==> src/rtl/usb_rx_pkg.sv <==
// Shared definitions for the USB receive controller: FSM states, sync/stuffing
// constants and bit-timing constants.
package usb_rx_pkg;

  localparam logic [7:0] SYNC_BYTE    = 8'h80;
  localparam int         STUFF_LIMIT  = 6;
  localparam int         BIT_PERIOD   = 8;
  localparam int         SAMPLE_PHASE = 3;
  localparam int         PHASE_W      = $clog2(BIT_PERIOD);

  typedef enum logic [2:0] {
    IDLE     = 3'd0,
    SYNC_RCV = 3'd1,
    CHK_SYNC = 3'd2,
    RCV_BYTE = 3'd3,
    STORE    = 3'd4,
    EOP_WAIT = 3'd5,
    ERR_WAIT = 3'd6,
    EIDLE    = 3'd7
  } rx_state_t;

  // Every state between the first edge and the return to an idle state counts as receiving.
  function automatic logic isRcving(input rx_state_t s);
    return !((s == IDLE) || (s == EIDLE));
  endfunction

endpackage

==> src/rtl/rx_timer.sv <==
// Bit-cell timer: tracks the phase within a bit period, resynchronising on
// every D+ edge, and raises a raw sample strobe mid-cell.
module rx_timer
  import usb_rx_pkg::*;
(
  input  logic clk,
  input  logic n_rst,
  input  logic i_d_edge,
  input  logic i_rcving,
  output logic o_sample
);

  logic [PHASE_W-1:0] r_phase;

  // The edge cycle itself is phase 0, so the register already reads phase 1
  // in the following cycle; this puts the sample three cycles after the edge.
  always_ff @(posedge clk or negedge n_rst) begin
    if (!n_rst) begin
      r_phase <= '0;
    end else if (i_d_edge) begin
      r_phase <= PHASE_W'(1);
    end else if (i_rcving) begin
      r_phase <= r_phase + 1'b1;
    end else begin
      r_phase <= '0;
    end
  end

  assign o_sample = (r_phase == PHASE_W'(SAMPLE_PHASE)) && !i_d_edge;

endmodule

==> src/rtl/usb_rx_ctrl.sv <==
// USB receive controller: bit unstuffing, accepted-bit counting and the
// packet-level FSM that validates sync, stores bytes and flags errors.
module usb_rx_ctrl #(
  parameter logic [7:0] SYNC_BYTE   = usb_rx_pkg::SYNC_BYTE,
  parameter int         STUFF_LIMIT = usb_rx_pkg::STUFF_LIMIT
) (
  input  logic       clk,
  input  logic       n_rst,
  input  logic       d_edge,
  input  logic       eop,
  input  logic       d_orig,
  input  logic [7:0] rcv_data,
  output logic       shift_enable,
  output logic       byte_received,
  output logic       rcving,
  output logic       w_enable,
  output logic       r_error
);

  import usb_rx_pkg::*;

  localparam int ONES_W = $clog2(STUFF_LIMIT + 1);

  rx_state_t r_state;
  rx_state_t w_nextState;

  logic              w_sample;
  logic              w_sampling;
  logic              w_stuffed;
  logic              w_stuffErr;
  logic              w_startPkt;
  logic              w_eopFall;
  logic              w_rcving;
  logic              w_wEnable;
  logic [2:0]        r_bitCnt;
  logic [ONES_W-1:0] r_onesCnt;
  logic              r_byteRcvd;
  logic              r_eopD;
  logic              r_err;

  rx_timer u_timer (
    .clk      (clk),
    .n_rst    (n_rst),
    .i_d_edge (d_edge),
    .i_rcving (w_rcving),
    .o_sample (w_sample)
  );

  // Samples only matter while bits are being collected; the wait states ignore the line.
  assign w_sampling = w_sample &&
                      (r_state inside {SYNC_RCV, CHK_SYNC, RCV_BYTE, STORE});
  assign w_stuffed  = (r_onesCnt == ONES_W'(STUFF_LIMIT));
  assign w_stuffErr = w_sampling && w_stuffed && d_orig;
  assign w_startPkt = ((r_state == IDLE) || (r_state == EIDLE)) && d_edge;
  assign w_eopFall  = r_eopD && !eop;

  assign shift_enable  = w_sampling && !w_stuffed;
  assign byte_received = r_byteRcvd;
  assign rcving        = w_rcving;
  assign w_enable      = w_wEnable;
  assign r_error       = r_err;

  // Unstuffing and accepted-bit counters; a stuffed sample only clears the ones run.
  always_ff @(posedge clk or negedge n_rst) begin
    if (!n_rst) begin
      r_bitCnt   <= '0;
      r_onesCnt  <= '0;
      r_byteRcvd <= 1'b0;
      r_eopD     <= 1'b0;
    end else begin
      r_eopD     <= eop;
      r_byteRcvd <= shift_enable && (r_bitCnt == 3'd7);
      if (w_startPkt) begin
        r_bitCnt  <= '0;
        r_onesCnt <= '0;
      end else if (w_sampling) begin
        if (w_stuffed) begin
          r_onesCnt <= '0;
        end else begin
          r_bitCnt  <= r_bitCnt + 3'd1;
          r_onesCnt <= d_orig ? (r_onesCnt + 1'b1) : '0;
        end
      end
    end
  end

  // State register plus the sticky error flag, which survives until a new packet starts.
  always_ff @(posedge clk or negedge n_rst) begin
    if (!n_rst) begin
      r_state <= IDLE;
      r_err   <= 1'b0;
    end else begin
      r_state <= w_nextState;
      if ((w_nextState == ERR_WAIT) && (r_state != ERR_WAIT)) begin
        r_err <= 1'b1;
      end else if (w_startPkt) begin
        r_err <= 1'b0;
      end
    end
  end

  // Next-state and state-decoded outputs; eop outranks a completed byte in RCV_BYTE.
  always_comb begin
    w_nextState = r_state;
    w_rcving    = isRcving(r_state);
    w_wEnable   = 1'b0;
    case (r_state)
      IDLE, EIDLE: begin
        if (d_edge) w_nextState = SYNC_RCV;
      end
      SYNC_RCV: begin
        if (w_stuffErr)      w_nextState = ERR_WAIT;
        else if (r_byteRcvd) w_nextState = CHK_SYNC;
      end
      CHK_SYNC: begin
        w_nextState = (rcv_data == SYNC_BYTE) ? RCV_BYTE : ERR_WAIT;
      end
      RCV_BYTE: begin
        if (eop)             w_nextState = (r_bitCnt == 3'd0) ? EOP_WAIT : ERR_WAIT;
        else if (w_stuffErr) w_nextState = ERR_WAIT;
        else if (r_byteRcvd) w_nextState = STORE;
      end
      STORE: begin
        w_wEnable   = 1'b1;
        w_nextState = RCV_BYTE;
      end
      EOP_WAIT: begin
        if (w_eopFall) w_nextState = IDLE;
      end
      ERR_WAIT: begin
        if (w_eopFall) w_nextState = EIDLE;
      end
      default: begin
        w_nextState = IDLE;
      end
    endcase
  end

endmodule

==> config.mk <==
export PLATFORM = sky130hd
export DESIGN_NAME = usb_rx_ctrl
export DESIGN_NICKNAME = d
export VERILOG_FILES = /design/src/rtl/usb_rx_pkg.sv /design/src/rtl/rx_timer.sv /design/src/rtl/usb_rx_ctrl.sv
export SDC_FILE = /design/constraint.sdc
export NUM_CORES = 1
export LEC_CHECK = 0
export BUFFER_PORTS_ARGS = -buffer_cell sky130_fd_sc_hd__buf_4
export CORE_AREA = 4 4 51 53
export DETAILED_ROUTE_END_ITERATION = 6
export DIE_AREA = 0 0 55 57
export PLACE_DENSITY_LB_ADDON = 0.2
export SYNTH_ARGS = -nofsm -noshare
export SYNTH_HDL_FRONTEND = slang
export SYNTH_SLANG_ARGS = --single-unit
==> constraint.sdc <==
create_clock -name clk -period 1.9 [get_ports clk]
set_input_delay 0.38 -clock clk [delete_from_list [all_inputs] [get_ports clk]]
set_output_delay 0.38 -clock clk [all_outputs]
set_load 0.01 [all_outputs]
### Yosys cells after proc, flatten, opt, wreduce, memory -nomap -nowiden

Index checks and enable logic that the tools add are counted.

| storage, ports and cells | value |
|---|---|
| logic and storage cells | 68 |
| input bits | 13 |
| output and inout bits | 5 |
| flip-flop bits (word level) | 15 |

| operators by class | value |
|---|---|
| reductions and logical operators | 21 |
| multiplexer cells | 23 |
| add/subtract/negate cells | 3 |
| equal/unequal tests | 14 |

Operators by type and width:

| cell | number |
|---|---|
| 3-bit two-way mux | 18 |
| 3-bit == test (second input constant) | 7 |
| 3-bit one-hot mux with 7 select lines | 1 |
| 3-bit by 1-bit adder with 3-bit output (second input constant) | 3 |
| 3-bit by 2-bit == test with 1-bit output (second input constant) | 3 |
| 1-bit logical AND | 9 |
| 8-bit == test (second input constant) | 1 |
| 3-bit logical NOT | 2 |
| 1-bit logical NOT | 4 |
| 2-bit nonzero test | 2 |
| 4-bit nonzero test | 1 |
| 3-bit by 1-bit == test with 1-bit output (second input constant) | 1 |
| 1-bit two-way mux | 3 |
| 3-bit inequality test (second input constant) | 1 |
| 2-bit two-way mux | 1 |
| 2-bit by 1-bit inequality test with 1-bit output (second input constant) | 1 |
| 2-bit AND reduction | 1 |
| 2-bit OR reduction | 1 |
| 1-bit logical OR | 1 |

### Logic depth before layout (Yosys ltp)

Gate-level depths: netlist (run 1).

| logic depth | value |
|---|---|
| word-level depth | 11 |
| gate-level depth with buffers | 7 |
| depth with buffers taken out | 7 |

### Cells and area by module

A second synthesis (run 1) with hierarchy kept.

| unflattened totals | value |
|---|---|
| cell total of the unflattened synthesis | 99 |
| area total of the unflattened synthesis | 924.6 um^2 |

Modules (own cells, without submodules):

| module | seq. area each (um^2) | times used | area an instance (um^2) | cells each |
|---|---|---|---|---|
| usb_rx_ctrl | 300.3 | 1 | 787.0 | 88 |
| rx_timer | 75.1 | 1 | 137.6 | 11 |

### Least setup slack after synthesis (run 1)

No wires, ideal clock.

| timing | value |
|---|---|
| path kind | reg2reg |
| start | register u_timer.r_phase[0] |
| end | register r_err (netlist: r_error) |
| arrival time | 1521 ps |
| slack | 257 ps |
| stages on the path, launching flop included | 8 |
| path through | dfrtp_1 > ha_1 > ha_1 > and2b_1 > nand4_2 > nor2_1 > o31a_1 > a32o_1 |

| on the way | value |
|---|---|
| cells in the longest elaborated chain, start to end | 11 |

RTL lines:

| item | line | source |
|---|---|---|
| start, declared | rx_timer.sv:13 | `logic [PHASE_W-1:0] r_phase;` |
| start signal, assigned | rx_timer.sv:23 | `r_phase <= r_phase + 1'b1;` |
| 3-bit by 2-bit == test with 1-bit output * | rx_timer.sv:29 | `assign o_sample = (r_phase == PHASE_W'(SAMPLE_PHASE)) && !i_d_edge;` |
| 1-bit logical AND * | rx_timer.sv:29 |  |
| 1-bit logical AND * | usb_rx_ctrl.sv:50 | `assign w_sampling = w_sample &&` |
| 1-bit logical AND * (2 in series) | usb_rx_ctrl.sv:53 | `assign w_stuffErr = w_sampling && w_stuffed && d_orig;` |
| 3-bit two-way mux | usb_rx_ctrl.sv:120 | `else if (w_stuffErr) w_nextState = ERR_WAIT;` |
| 3-bit two-way mux | usb_rx_ctrl.sv:119 | `if (eop) w_nextState = (r_bitCnt == 3'd0) ? EOP_WAIT : ERR_WAIT;` |
| 3-bit one-hot mux with 7 select lines * | usb_rx_ctrl.sv:107 | `case (r_state)` |
| 3-bit == test * | usb_rx_ctrl.sv:94 | `if ((w_nextState == ERR_WAIT) && (r_state != ERR_WAIT)) begin` |
| 1-bit logical AND * | usb_rx_ctrl.sv:94 |  |
| 1-bit two-way mux or 2-bit nonzero test (tied branches) | -- |  |
| end signal, assigned | usb_rx_ctrl.sv:91 | `r_err <= 1'b0;` |
| end signal, assigned | usb_rx_ctrl.sv:95 | `r_err <= 1'b1;` |
| end signal, assigned | usb_rx_ctrl.sv:97 | `r_err <= 1'b0;` |
| end, declared | usb_rx_ctrl.sv:39 | `logic r_err;` |

Mark *: on every way between the ends. The rest lies on a longest branch, timed or not.
A chain may end at the register's enable or synchronous reset.

### Final worst setup path (run 1)

| timing | value |
|---|---|
| start | register u_timer.r_phase[0] |
| end | output port shift_enable |

| on the way | value |
|---|---|
| cells in the longest elaborated chain, start to end | 4 |

RTL lines:

| item | line | source |
|---|---|---|
| 3-bit by 2-bit == test with 1-bit output | rx_timer.sv:29 |  |
| 1-bit logical AND | rx_timer.sv:29 |  |
| 1-bit logical AND | usb_rx_ctrl.sv:50 |  |
| 1-bit logical AND | usb_rx_ctrl.sv:57 | `assign shift_enable = w_sampling && !w_stuffed;` |
| end, declared | usb_rx_ctrl.sv:13 | `output logic shift_enable,` |

Every way passes these cells.

==> results of run 1 <==
## area by class of cell
class	instances	area [µm²]
fillers	198	878
multi-input cells	75	586
flip-flops and latches	15	377
repair buffers	28	216
well taps	28	35.0
inverters	8	30.0
clock buffers	4	26.3
## what timing repair did
action	CTS	global route
endpoints found under the setup margin	2	3
hold endpoints to repair	15	0
buffers inserted	3	4
pin swaps	5	3
hold buffers	1	0
gates resized for setup	8	3
## path summary, 6_finish.rpt
kind | endpoint | slack (ns)
max | shift_enable | 0.03
min | r_eopD$_DFF_PN0_ | 0.24
max reg2reg | r_error$_DFFE_PN0P_ | 0.06
min reg2reg | u_timer.r_phase[0]$_DFF_PN0_ | 0.47
max in group asynchronous | r_state[2]$_DFF_PN0_ | 1.23
min in group asynchronous | r_eopD$_DFF_PN0_ | 0.47
## layer usage
metal	share of wire	vias to the layer above	global-route usage
li1	-	419	-
met1	0.45	398	0.173
met2	0.50	15	0.258
met3	0.037	4	0.0157
met4	0.016	0	0.0799
met5	0	-	0
## synth_stat cells (all sizes together), types with 2 or more instances
master and n:
nor3 2, nand4 2, mux2i 2, nand2 5, nor4 2, nand3 2, ha 7, o211ai 2
nor4b 2, a21oi 5, a22oi 2, or2 2, nor3b 2, nand2b 5, a221oi 2, dfrtp 15
and2 2, nor2 9, o21ai 7, nor2b 3, buf 3, inv 8
## logic make-up after synthesis
family / after synthesis
flip-flops: 15
AND/OR/NAND/NOR: 41
AO/OA/AOI/OAI: 24
buffers and inverters: 12
adder cells (fa/ha/maj): 7
XOR/XNOR: 1
multiplexers: 2
## registers in the layout, indices dropped and copies added (netlist names)
signal,flops
r_eopD,1
r_error,1
byte_received,1
u_timer.r_phase,3
r_state,3
r_bitCnt,3
r_onesCnt,3
## worst max-delay path, delay by kind of cell (launching register included)
kind	cells	cell delay (ns)
fa+ha+maj	2	0.32
flops	1	0.36
buf+inv	1	0.12
compound gates	1	0.15
simple gates	2	0.26
## per-stage QoR
step / power, µW / hold WS [ns] / setup TNS (ns) / std cells
2_1_floorplan: 1110 / 0.0844 / 0 / 102
3_3_place_gp: 1310 / 0.246 / 0 / 146
3_5_place_dp: 1320 / 0.247 / 0 / 146
4_1_cts: 1570 / 0.237 / 0 / 154
5_1_grt: 1770 / 0.237 / -0.0529 / 158
6_report: 1620 / 0.241 / 0 / 158
## power by group
part | leakage, µW | internal, µW | switching (µW)
Sequential | 0.000192 | 420 | 69.9
Clock | 0.0000150 | 81.6 | 101
Combinational | 0.000356 | 463 | 481
==> results.sh, run 1 <==
export IMPL_hpwl_um=1540
export IMPL_area_growth_pct=30.3
export IMPL_antenna_cells=0
export IMPL_peakVddDrop_mv=0.897
export IMPL_vias=836
export IMPL_critPathCaptureType="output pin"
export IMPL_hold_path_class="primary input to flip-flop"
export IMPL_finalInstanceArea_mm2=0.00127
export IMPL_synth_edf_count=0
export IMPL_die_area_mm2=0.00314
export IMPL_grt_start_max_net_pins=16
export IMPL_wl_per_cell_um=13.0
export IMPL_period_needed_ns=1.87
export IMPL_wirelength_um=2050
export IMPL_finalHoldViolCount=0
export IMPL_synth_distinct_cells=42
export IMPL_dieWidth_um=55
export IMPL_crit_required_ns=1.52
export IMPL_io_pin_count=18
export IMPL_synth_simple_area_share=0.248
export IMPL_drtAntennaViolNets=0
export IMPL_antenna_found_initial=0
export IMPL_drive_gt1_frac=0.354
export IMPL_cp_arrival_ns=1.49
export IMPL_grt_util_all_layers=0.149
export IMPL_clock_root_buffer="clkbuf_4"
export IMPL_clk_latency_ns=0.28
export IMPL_crit_path_top_delay_cell="dfrtp_1"
export IMPL_ys_seq_elements=15
export IMPL_rsz0062_at_grt="true"
export IMPL_crit_type="flip-flop to output pin"
export IMPL_row_count=17
export IMPL_timing_rr_start="u_timer.r_phase[0]$_DFF_PN0_"
export IMPL_overflow=0
export IMPL_start_kind="flip-flop"
export IMPL_grt_pass1_wl_um=3460
export IMPL_status="complete, no violations"
export IMPL_syn_cell_area_um2=975
export IMPL_final_core_utilization=0.591
export IMPL_final_cell_mix="26 x buf_4, 14 x dfrtp_1, 9 x nor2_1, 8 x inv_1"
export IMPL_gp_congestion=0.843
export IMPL_fin_nets=151
export IMPL_cts_tree="built"
export IMPL_synth_area_mux_share=0.0205
export IMPL_placed_cell_area_mm2=0.00113
export IMPL_yosys_area_share_adder=0.0899
export IMPL_syn_instance_count=102
export IMPL_fin_crit_sh=0.983
export IMPL_slowest_delay_ns=0.36
export IMPL_ys_seq_area_frac=0.385
export IMPL_dr_pass1_iters=3
export IMPL_async_reset_ff_frac=1.00
export IMPL_yosysTopAreaCellShare=0.385
export IMPL_crit_path_start="u_timer.r_phase[0]$_DFF_PN0_"
export IMPL_start_util=0.454
export IMPL_setup_viol=0
export IMPL_drc=0
export IMPL_worst_slew_pin_slew_ns=0.320
export IMPL_place_ws_ns=0.0915
export IMPL_synth_top_cells_by_area="dfrtp_1 39%, ha_1 9.0%, nor2_1 3.5%"
export IMPL_synth_compound_area_frac=0.185
export IMPL_power_density_mw_per_mm2=1270
export IMPL_syn_nets=122
export IMPL_grt_pass1_vias=837
export IMPL_final_common_cell="buf_4"
export IMPL_h_tree_depth=1
export IMPL_cts_buffers=3
export IMPL_drv_slew=0
export IMPL_numPortBuffers=17
export IMPL_maxCapViolations=0
export IMPL_vias_per_cell=5.29
export IMPL_core_mm2=0.00215
export IMPL_rr_worst_depth=8
export IMPL_synth_ff_type="dfrtp_1"
export IMPL_drtIter0Drc=3
export IMPL_p_leak_uw=0.000563
export IMPL_dieHeight_um=57
export IMPL_crit_chain="ha_2 > ha_4 > and2b_2 > nand3_4 > a21oi_4 > buf_6"
export IMPL_cts_sinks=15
export IMPL_synth_xor_xnor_area_share=0.00899
export IMPL_worst_slack_ns=0.0314
export IMPL_cts_buffer_depth=2
export IMPL_synth_area_leader_cell="dfrtp_1"
export IMPL_slew_headroom=0.785
export IMPL_critPathMaxFanout=2
export IMPL_hold_path_depth=1
export IMPL_clk_pin_slew_ns=0.09
export IMPL_synth_top_family_by_area="simple AND/OR/NAND/NOR gates"
export IMPL_hold_start="eop"
export IMPL_fmax_mhz=535
export IMPL_clock_skew_ns=0.00359
export IMPL_synth_area_per_cell_um2=9.56
export IMPL_yosysWarnings=0
(Power assumes the default switching activity.)
==> run 2: changes to the inputs <==
--- a/config.mk
+++ b/config.mk
@@ -10,6 +10,7 @@
 export DETAILED_ROUTE_END_ITERATION = 6
 export DIE_AREA = 0 0 55 57
 export PLACE_DENSITY_LB_ADDON = 0.2
+export REMOVE_ABC_BUFFERS = 1
 export SYNTH_ARGS = -nofsm -noshare
 export SYNTH_HDL_FRONTEND = slang
 export SYNTH_SLANG_ARGS = --single-unit
==> run 2 against run 1 <==
  * Sequential cell count unchanged
  * First-iteration DRC count increased to 4.3 times the previous value
  * Register-to-register slack got worse by 0.02 ns
  * Via count increased by 6.3%
  * Design area increased by 4.8%
  * Combinational power increased by 15%
  * Utilization increased by 2.9 points
  * Worst setup slack got worse by 0.017 ns
==> results.sh, run 2 (synthesis results as in run 1) <==
export IMPL_p_leak_uw=0.000603
export IMPL_power_share_clock=0.112
export IMPL_row_count=17
export IMPL_reg2reg_slack_ns=0.04
export IMPL_clk_pin_slew_ns=0.10
export IMPL_cpMostUsedCell="ha_4"
export IMPL_hold_path_depth=1
export IMPL_grt_pass1_vias=842
export IMPL_die_area_mm2=0.00314
export IMPL_whs_endpoint="r_eopD$_DFF_PN0_"
export IMPL_peakVddDrop_mv=0.784
export IMPL_clock_skew_ns=0.00326
export IMPL_vias_per_cell=5.39
export IMPL_area_growth_pct=36.6
export IMPL_core_mm2=0.00215
export IMPL_vias=889
export IMPL_grt_pass1_wl_um=3720
export IMPL_grt_start_max_net_pins=16
export IMPL_rsz0062_at_grt="true"
export IMPL_final_common_cell="buf_4"
export IMPL_hold_start="eop"
export IMPL_cp_arrival_ns=1.51
export IMPL_worst_slew_pin_slew_ns=0.337
export IMPL_fin_nets=158
export IMPL_drive_gt1_frac=0.394
export IMPL_fin_crit_sh=0.992
export IMPL_dieHeight_um=57
export IMPL_start_util=0.454
export IMPL_regToRegEndpoint="r_error$_DFFE_PN0P_"
export IMPL_finalInstanceArea_mm2=0.00133
export IMPL_status="complete, no violations"
export IMPL_timing_rr_start="u_timer.r_phase[0]$_DFF_PN0_"
export IMPL_drtAntennaViolNets=0
export IMPL_rr_worst_depth=8
export IMPL_placed_cell_area_mm2=0.00114
export IMPL_period_needed_ns=1.89
export IMPL_antenna_found_initial=0
export IMPL_cp_top_family="flip-flops"
export IMPL_power_density_mw_per_mm2=1360
export IMPL_finalPower_uw=1800
export IMPL_p_switching_uw=728
export IMPL_crit_required_ns=1.52
export IMPL_drtIter0Drc=13
export IMPL_cts_sinks=15
export IMPL_start_kind="flip-flop"
export IMPL_clock_root_buffer="clkbuf_4"
export IMPL_critPathMaxFanout=2
export IMPL_comb_power_share=0.605
export IMPL_overflow=0
export IMPL_wirelength_um=2390
export IMPL_drc=0
export IMPL_cts_buffers=3
export IMPL_maxCapViolations=0
export IMPL_antenna_cells=0
export IMPL_cellInternalPower_uw=1080
export IMPL_drv_slew=0
export IMPL_io_pin_count=18
export IMPL_dieWidth_um=55
export IMPL_hold_path_class="primary input to flip-flop"
export IMPL_seqPwrFrac=0.283
export IMPL_clk_latency_ns=0.30
export IMPL_finalHoldViolCount=0
export IMPL_grt_util_all_layers=0.165
export IMPL_slowest_delay_ns=0.39
export IMPL_final_cell_mix="32 x buf_4, 13 x dfrtp_1, 9 x nor2_1, 8 x inv_1"
export IMPL_setup_viol=0
export IMPL_crit_path_top_delay_cell="dfrtp_1"
export IMPL_gp_congestion=0.752
export IMPL_h_tree_depth=1
export IMPL_crit_chain="ha_4 > ha_4 > and2b_1 > nand3_2 > a21oi_4 > buf_6"
export IMPL_hold_slack_ns=0.228
export IMPL_fmax_mhz=530
export IMPL_crit_type="flip-flop to output pin"
export IMPL_slew_headroom=0.774
export IMPL_cts_tree="built"
export IMPL_p_sw_frac=0.403
export IMPL_wl_per_cell_um=14.5
export IMPL_dr_pass1_iters=4
export IMPL_cts_buffer_depth=2
export IMPL_hpwl_um=1620
export IMPL_numPortBuffers=17
export IMPL_crit_buf_inv=1
export IMPL_critPathCaptureType="output pin"
-- run 2: worst register-to-register path, delay by kind of cell, from the launching register on --
kind / cells / cell delay (ns)
simple gates: 3 / 0.35
compound gates: 2 / 0.53
fa+ha+maj: 2 / 0.32
flops: 1 / 0.42
buf+inv: 1 / 0.14
-- run 2: final cells by class --
| class | instances | area, µm² |
|---|---|---|
| multi-input cells | 75 | 586 |
| well taps | 28 | 35.0 |
| clock buffers | 3 | 22.5 |
| flip-flops and latches | 15 | 378 |
| clock inverters | 1 | 7.51 |
| repair buffers | 35 | 273 |
| fillers | 188 | 817 |
| inverters | 8 | 30.0 |
-- run 2: per-layer routing --
metal / share of wire / vias up / GRT usage
met5: 0 / - / 0
met3: 0.061 / 4 / 0.0548
li1: - / 431 / -
met1: 0.40 / 427 / 0.198
met2: 0.52 / 27 / 0.267
met4: 0.018 / 0 / 0.0590
-- run 2: worst max-delay path by stage --
stage / to / slack, ns / from / cells after the start
floorplan: r_error$_DFFE_PN0P_ / 0.26 / u_timer.r_phase[0]$_DFF_PN0_ / 7
global placement: r_error$_DFFE_PN0P_ / 0.15 / u_timer.r_phase[0]$_DFF_PN0_ / 7
detailed placement: r_error$_DFFE_PN0P_ / 0.14 / u_timer.r_phase[0]$_DFF_PN0_ / 7
CTS: rcving / 0.006 / r_state[2]$_DFF_PN0_ / 4
global route: shift_enable / -0.07 / u_timer.r_phase[1]$_DFF_PN0_ / 6
finish: shift_enable / 0.01 / u_timer.r_phase[0]$_DFF_PN0_ / 6
-- run 2: power by group through the flow --
stage | Combinational (µW) | Clock [µW] | Sequential (µW)
detailed placement | 819 | 0 | 521
finish | 1090 | 202 | 512
global route | 1190 | 228 | 523
global placement | 803 | 0 | 516
CTS | 924 | 208 | 504
floorplan | 514 | 0 | 532
-- run 2: per-stage QoR --
stage	TNS [ns]	worst slack, ns	util	instances
finish	0	0.0146	0.620	165
global route	-0.118	-0.0676	0.620	165
CTS	0	0.00560	0.579	159
detailed placement	0	0.138	0.532	148
global placement	0	0.147	0.532	148
floorplan	0	0.257	-	98
-- run 2: what timing repair did --
| action | CTS | global route |
|---|---|---|
| gates resized for setup | 5 | 7 |
| setup endpoints to repair | 2 | 3 |
| endpoints found under the hold margin | 15 | 0 |
| pin swaps | 1 | 3 |
| cloned | 0 | 0 |
| setup buffers | 6 | 6 |
| hold buffers | 1 | 0 |
==> run 3: changes to the inputs <==
--- a/config.mk
+++ b/config.mk
@@ -6,9 +6,9 @@
 export NUM_CORES = 1
 export LEC_CHECK = 0
 export BUFFER_PORTS_ARGS = -buffer_cell sky130_fd_sc_hd__buf_4
-export CORE_AREA = 4 4 51 53
+export CORE_AREA = 3 3 56 58
 export DETAILED_ROUTE_END_ITERATION = 6
-export DIE_AREA = 0 0 55 57
+export DIE_AREA = 0 0 59 61
 export PLACE_DENSITY_LB_ADDON = 0.2
 export REMOVE_ABC_BUFFERS = 1
 export SYNTH_ARGS = -nofsm -noshare
==> run 3 against run 2 <==
  * Register-to-register slack better by 0.03 ns
  * Sequential power hardly changed
  * Combinational power decreased by 12%
  * Sequential share of layout area increased by 1.5 points
  * Clock skew down 0.0011 ns
  * Total power decreased by 8.5%
  * Largest cell class unchanged
==> results.sh, run 3 (synthesis results as in run 1) <==
export IMPL_status="complete, no violations"
export IMPL_clock_root_buffer="clkbuf_4"
export IMPL_grt_pass1_vias=812
export IMPL_crit_chain="ha_4 > ha_4 > and2b_1 > nand3_2 > a21oi_4 > buf_6"
export IMPL_fin_crit_sh=0.977
export IMPL_drtIter0Drc=20
export IMPL_clock_skew_ns=0.00216
export IMPL_setup_viol=0
export IMPL_p_leak_uw=0.000565
export IMPL_grt_start_max_net_pins=16
export IMPL_antenna_found_initial=0
export IMPL_power_density_mw_per_mm2=1310
export IMPL_worst_slew_pin_slew_ns=0.360
export IMPL_grt_util_all_layers=0.120
export IMPL_fin_nets=150
export IMPL_cts_sinks=15
export IMPL_rsz0062_at_grt="true"
export IMPL_grt_pass1_wl_um=3280
export IMPL_period_needed_ns=1.86
export IMPL_core_mm2=0.00271
export IMPL_gp_congestion=0.769
export IMPL_finalHoldViolCount=0
export IMPL_wirelength_um=2120
export IMPL_dieWidth_um=59
export IMPL_crit_required_ns=1.52
export IMPL_cts_tree="built"
export IMPL_numPortBuffers=17
export IMPL_h_tree_depth=1
export IMPL_clk_latency_ns=0.28
export IMPL_comb_power_share=0.579
export IMPL_peakVddDrop_mv=0.782
export IMPL_hold_start="eop"
export IMPL_final_common_cell="buf_4"
export IMPL_hold_path_class="primary input to flip-flop"
export IMPL_drive_gt1_frac=0.349
export IMPL_vias_per_cell=5.19
export IMPL_crit_type="flip-flop to output pin"
export IMPL_area_growth_pct=29.5
export IMPL_power_share_clock=0.110
export IMPL_critPathCaptureType="output pin"
export IMPL_drc=0
export IMPL_cp_top_family="flip-flops"
export IMPL_timing_rr_start="u_timer.r_phase[0]$_DFF_PN0_"
export IMPL_num_fill_cells=279
export IMPL_cts_buffer_depth=2
export IMPL_wl_per_cell_um=13.2
export IMPL_seqPwrFrac=0.311
export IMPL_placed_cell_area_mm2=0.00114
export IMPL_dr_pass1_iters=4
export IMPL_start_util=0.360
export IMPL_finalInstanceArea_mm2=0.00126
export IMPL_cp_arrival_ns=1.48
export IMPL_clk_pin_slew_ns=0.09
export IMPL_die_area_mm2=0.00360
export IMPL_vias=831
export IMPL_slew_headroom=0.758
export IMPL_fmax_mhz=539
export IMPL_final_core_utilization=0.466
export IMPL_overflow=0
export IMPL_final_cell_mix="25 x buf_4, 13 x dfrtp_1, 9 x nor2_1, 8 x inv_1"
export IMPL_crit_path_top_delay_cell="dfrtp_1"
export IMPL_cellInternalPower_uw=980
export IMPL_dieHeight_um=61
export IMPL_drtAntennaViolNets=0
export IMPL_start_kind="flip-flop"
export IMPL_antenna_cells=0
export IMPL_critPathMaxFanout=2
export IMPL_p_switching_uw=671
export IMPL_io_pin_count=18
export IMPL_slowest_delay_ns=0.40
export IMPL_cts_buffers=3
export IMPL_crit_path_start="u_timer.r_phase[0]$_DFF_PN0_"
export IMPL_maxCapViolations=0
export IMPL_drv_slew=0
export IMPL_cpMostUsedCell="ha_4"
export IMPL_hpwl_um=1620
export IMPL_crit_buf_inv=1
export IMPL_row_count=19
export IMPL_p_sw_frac=0.406
==> run 3: power groups by stage <==
stage | Sequential (µW) | Combinational, µW | Clock, µW
floorplan | 532 | 514 | 0
global placement | 527 | 793 | 0
detailed placement | 528 | 812 | 0
CTS | 526 | 842 | 193
global route | 524 | 1060 | 204
finish | 513 | 957 | 181
==> run 3: timing repair <==
item | 4_1_cts | 5_1_grt
hold endpoints to repair | 15 | 0
hold buffers | 1 | 0
resized for setup | 6 | 4
pin swaps | 1 | 3
buffers inserted | 1 | 4
endpoints found under the setup margin | 2 | 2
==> run 3: metal layers <==
metal / share of wire / GRT usage / vias up
met5: 0 / 0 / -
li1: - / - / 417
met1: 0.44 / 0.139 / 398
met2: 0.51 / 0.216 / 14
met4: 0.0080 / 0.0583 / 0
met3: 0.050 / 0.0170 / 2
==> run 3: area by class of cell <==
| type | count | area, µm² | share of cell area |
|---|---|---|---|
| Sequential cell | 15 | 378 | 0.299 |
| Clock buffer | 3 | 22.5 | 0.0178 |
| Clock inverter | 1 | 5.00 | 0.00396 |
| Tap cell | 31 | 38.8 | 0.0307 |
| Multi-Input combinational cell | 75 | 579 | 0.459 |
| Timing Repair Buffer | 27 | 209 | 0.166 |
| Inverter | 8 | 30.0 | 0.0238 |
==> run 3: final timing paths <==
| path | slack, ns | depth (start not counted) | endpoint |
|---|---|---|---|
| worst max-delay path | 0.04 | 6 | shift_enable |
| min in group asynchronous | 0.48 | 2 | r_state[2]$_DFF_PN0_ |
| worst min register to register | 0.51 | 1 | r_error$_DFFE_PN0P_ |
| worst min-delay path | 0.24 | 1 | r_eopD$_DFF_PN0_ |
| worst max register to register | 0.07 | 8 | r_error$_DFFE_PN0P_ |
| max in group asynchronous | 1.23 | 2 | r_state[1]$_DFF_PN0_ |
==> run 3: per-stage QoR <==
step	TNS (ns)	worst slack, ns	hold WS (ns)	power [µW]	instances
floorplan	0	0.257	0.0844	1050	98
global placement	0	0.0875	0.247	1320	150
detailed placement	0	0.111	0.247	1340	150
CTS	-0.00450	-0.00450	0.229	1560	156
global route	-0.0254	-0.0254	0.234	1790	160
finish	0	0.0431	0.241	1650	160
